`config.mk`:
```
export PLATFORM = sky130hd
export DESIGN_NAME = prog_sequence_detector
export DESIGN_NICKNAME = d
export VERILOG_FILES = /design/src/rtl/prog_sequence_detector.sv
export SDC_FILE = /design/constraint.sdc
export NUM_CORES = 1
export LEC_CHECK = 0
export BUFFER_PORTS_ARGS = -buffer_cell sky130_fd_sc_hd__buf_2
export CAP_MARGIN = 15
export CORE_ASPECT_RATIO = 1.2
export CORE_MARGIN = 2
export CORE_UTILIZATION = 56
export CTS_BUF_LIST = sky130_fd_sc_hd__clkbuf_4 sky130_fd_sc_hd__clkbuf_8
export DETAILED_ROUTE_END_ITERATION = 10
export MAX_ROUTING_LAYER = met4
export PLACE_DENSITY_LB_ADDON = 0.2
export SYNTH_ARGS = -nofsm -noshare
export SYNTH_HDL_FRONTEND = slang
export SYNTH_SLANG_ARGS = --single-unit
```
`constraint.sdc`:
```
create_clock -name clk -period 2.4 [get_ports clk]
set_clock_uncertainty 0.05 [all_clocks]
set_input_delay 0.6 -clock clk [delete_from_list [all_inputs] [get_ports clk]]
set_output_delay 0.6 -clock clk [all_outputs]
set_load 0.01 [all_outputs]
```
`src/rtl/prog_sequence_detector.sv`:
```
// Serial bit-stream pattern detector with run-time loadable pattern, framed or
// sliding-window comparison, registered match pulse and saturating match counter.
module prog_sequence_detector #(
  parameter int                 PAT_W     = 4,
  parameter logic [PAT_W-1:0]   PAT_RESET = 4'b0110,
  parameter int                 CNT_W     = 8
) (
  input  logic                       clk,
  input  logic                       rst,
  input  logic                       in_valid,
  input  logic                       in_bit,
  input  logic                       mode,
  input  logic                       pat_load,
  input  logic [PAT_W-1:0]           pat_in,
  input  logic                       count_clr,
  output logic                       match,
  output logic [CNT_W-1:0]           match_count,
  output logic [$clog2(PAT_W):0]     fill_lvl
);

  localparam int FW = $clog2(PAT_W) + 1;

  typedef enum logic [1:0] {EMPTY, FILLING, FULL} state_t;

  state_t             state;
  logic [PAT_W-1:0]   pattern;
  logic [PAT_W-1:0]   sr;
  logic               mode_q;

  logic [PAT_W-1:0]   word;
  logic               accept;
  logic               hit;

  // A bit is consumed only when no pattern load and no mode switch is pending.
  always_comb begin
    word   = {sr[PAT_W-2:0], in_bit};
    accept = in_valid && !pat_load && (mode == mode_q);
    hit    = accept && (fill_lvl >= FW'(PAT_W-1)) && (word == pattern);
  end

  always_ff @(posedge clk or negedge rst) begin
    if (!rst) begin
      state       <= EMPTY;
      pattern     <= PAT_RESET;
      sr          <= '0;
      mode_q      <= 1'b0;
      fill_lvl    <= '0;
      match       <= 1'b0;
      match_count <= '0;
    end else begin
      mode_q <= mode;
      match  <= hit;

      if (pat_load)
        pattern <= pat_in;

      if (pat_load || (mode != mode_q)) begin
        fill_lvl <= '0;
        state    <= EMPTY;
      end else if (in_valid) begin
        sr <= word;
        if (!mode_q) begin
          // Framed: a completed block always restarts the frame.
          if (fill_lvl == FW'(PAT_W-1)) begin
            fill_lvl <= '0;
            state    <= EMPTY;
          end else begin
            fill_lvl <= fill_lvl + 1'b1;
            state    <= FILLING;
          end
        end else if (state != FULL) begin
          fill_lvl <= fill_lvl + 1'b1;
          state    <= (fill_lvl == FW'(PAT_W-1)) ? FULL : FILLING;
        end
      end

      if (count_clr)
        match_count <= '0;
      else if (hit && (match_count != '1))
        match_count <= match_count + 1'b1;
    end
  end

endmodule
```
==> flow_summary.toml <==
[clocking]
cts_tree = "yes"
cts-root-buf = "clkbuf_4"
clock-sinks = 22
cts_inserted_buffers = 3
cts_buffer_depth = 2
cts_hold_buf = 0
insertion_delay_ns = 0.32
ctsHtreeMaxLevel = 1
cts_setup_buffers = 0
clk_pin_slew_ns = 0.13
cts_resized = 0

[layout]
layout_common_cells = "buf_2 (22), dfrtp_1 (20), nand2_1 (9), mux2_2 (8), a21oi_1 (8)"
regArea_um2 = 553
fin_nets = 141
antenna_cells = 0
fin_cells = 146
mostFrequentLayoutCell = "buf_2"
multi_input_area_um2 = 563
n_fill_cell = 154
fin_util_pct = 69.8
area_delta_synth_final_pct = 14.6
drive_above_1_share_pct = 33.9

[setup_path]
cp_cell_sequence = "xor2_2 > nor4_4 > nand3_4 > or4_1 > a21oi_1"
worstPathArrival_ns = 2.23
worstPathRequired_ns = 2.60
cpPeakStageDelay_ns = 0.51
cp_max_fo = 10
reg2reg_setup_slack_ns = 0.36
crit_path_start_kind = "flop"
cp_slowest_cell = "dfrtp_1"
critPathKind = "reg -> reg"
worst_setup_path_end_kind = "flop"

[floorplanning]
initial_utilization_pct = 60.9
fp-row-count = 17
die_y_um = 53.4
die-area_um2 = 2410
core_area_um2 = 1870
io_pins = 23
fp.dieW_um = 45.2

[placement]
dp_hpwl_um = 1630
gp_congestion = 0.791
pre_cts_slack_ns = 0.187
dpl.cell_count = 142
port_buffers = 22

[sta]
max_slew.worst_pin.slew_ns = 0.490
rsz0062_at_grt = "no"
slew_violations = 0
min_period_ns = 2.04
fmax_mhz = 491
fin_ws_ns = 0.364
hold_violations = 0
finalSetupViolations = 0
whs_ns = 0.169
finalSetupTns_ns = 0
maxSlewHeadroom_pct = 67.4
period_share_pct = 84.8

[synth]
yosysSeqAreaShare_pct = 48.5
yosys.area_share.simple_pct = 22.4
netlist_area_um2 = 1140
synth_xor_area_share_pct = 6.04
synthesis.nets = 117
synthCells = 104
synth_compound_area_share_pct = 9.99
synth_mux_area_share_pct = 8.78
synth_top_family_by_area = "simple AND/OR/NAND/NOR gates"
synth-seq-cells = 22
yosysUniqueCellTypes = 38
ys_warn_count = 0
synth_fa_ha_area_share_pct = 2.20
synth.avg_cell_area_um2 = 11.0

[drt]
via_per_inst = 6.01
wl_per_cell_um = 14.9
vias = 877
ant_nets = 0
drt_iter0_drc = 22
drtPass1Iterations = 4
drc = 0
wl_um = 2180

[pwr]
switchingPower_uw = 200
clock_power_share_pct = 35.1
switching_share_pct = 24.4
p_seq_share_pct = 52.3
pwr_density_cell_nw_per_um2 = 626
comb_power_share_pct = 12.7
ir_worst_vdd_mv = 0.448
p_int_uw = 618
p_leak_nw = 0.601

[global_routing]
grt_pass1_vias = 901
grt_antenna_before_repair = 0
gr-usage-all-layers_pct = 23.0
use_met1_pct = 25.1
grt-ovfl-total = 0
use_met2_pct = 40.2
gr-usage-met3_pct = 3.07
grt_busiest_layer = "met2"
grt_pass1_wl_um = 3820
grt_start_max_net_pins = 23

[run_status]
status = "finished clean"

[hold_path]
hold_path.class = "in -> async"

[job]
maxCapViolCount = 0
## area by class of cell
| class | count | area share, % |
|---|---|---|
| Clock buffer | 3 | 1.72 |
| Clock inverter | 1 | 2.30 |
| Inverter | 1 | 0.287 |
| Multi-Input combinational cell | 78 | 43.1 |
| Sequential cell | 22 | 42.3 |
| Tap cell | 19 | 1.82 |
| Timing Repair Buffer | 22 | 8.43 |
## path summary, 6_finish.rpt
| kind | startpoint | to | cells after the start |
|---|---|---|---|
| min reg2reg | sr[2]$_DFFE_PN0P_ | sr[2]$_DFFE_PN0P_ | 1 |
| min in group clk | mode | mode_q$_DFF_PN0_ | 1 |
| max | mode_q$_DFF_PN0_ | match_count[7]$_DFFE_PN0P_ | 5 |
| max in group asynchronous | rst | pattern[2]$_DFFE_PN1P_ | 1 |
| max reg2reg | mode_q$_DFF_PN0_ | match_count[7]$_DFFE_PN0P_ | 5 |
| min | rst | match_count[5]$_DFFE_PN0P_ | 1 |
## Yosys cell counts
cell type	count	area (µm²)
a211oi_1	1	7.51
a21oi_1	8	40.0
a22oi_1	1	7.51
a311oi_1	1	8.76
a31oi_1	1	6.26
and2_0	1	6.26
and2_1	1	6.26
and2_2	1	7.51
and3_1	1	6.26
buf_1	1	3.75
buf_2	1	5.00
buf_6	1	11.3
dfrtp_1	20	500
dfstp_2	2	52.6
ha_1	2	25.0
inv_1	1	3.75
mux2_2	8	90.1
mux2i_1	1	10.0
nand2_1	9	33.8
nand2b_1	4	25.0
nand3_1	3	15.0
nand3_4	1	17.5
nand4_1	1	6.26
nor2_1	6	22.5
nor2b_1	2	12.5
nor3_1	1	5.00
nor3_4	1	16.3
nor3b_1	1	7.51
nor4_4	1	21.3
o2111ai_1	1	8.76
o21ai_0	4	20.0
o31ai_1	2	15.0
or2_2	2	12.5
or3_1	3	18.8
or4_1	2	15.0
xnor2_1	1	8.76
xor2_1	5	43.8
xor2_2	1	16.3
## layer usage
metal / part of all wire, % / wire (µm)
met5: 0 / 0
met4: 2.0 / 44
met3: 3.7 / 81
met2: 55 / 1190
met1: 39 / 855
## flip-flops by register name (all words and copies together) (netlist names)
signal	cells
match_count	8
pattern	4
fill_lvl	3
sr	3
state	2
match	1
mode_q	1
## critical path: cells and delay by family, from the launching register on
kind	cells	cell delay [ns]
AO/OA/AOI/OAI	1	0.14
XOR/XNOR	1	0.23
flip-flops	1	0.51
AND/OR/NAND/NOR	3	1.02
## power groups by stage
| stage | clock (mW) | combinational [mW] | sequential [mW] |
|---|---|---|---|
| after CTS | 0.291 | 0.105 | 0.428 |
| after global placement | 0 | 0.0989 | 0.433 |
| final | 0.287 | 0.104 | 0.428 |
| after floorplan | 0 | 0.0782 | 0.428 |
| after detailed placement | 0 | 0.104 | 0.434 |
| after global routing | 0.309 | 0.115 | 0.433 |
## per-stage QoR
stage               total power, mW  instance area, µm²
floorplan                     0.506                1140
global placement              0.531                1250
detailed placement            0.539                1250
CTS                           0.824                1310
global route                  0.857                1310
finish                        0.818                1310
## kinds of logic (layout without fill, tap and decap cells)
kind of cell / after synthesis / in the layout
simple gates: 41 / 41
flops: 22 / 22
compound gates: 19 / 19
mux: 9 / 9
xor+xnor: 7 / 7
buf+inv: 4 / 27
fa+ha+maj: 2 / 2
No activity file was read; power rests on OpenSTA's default activity.
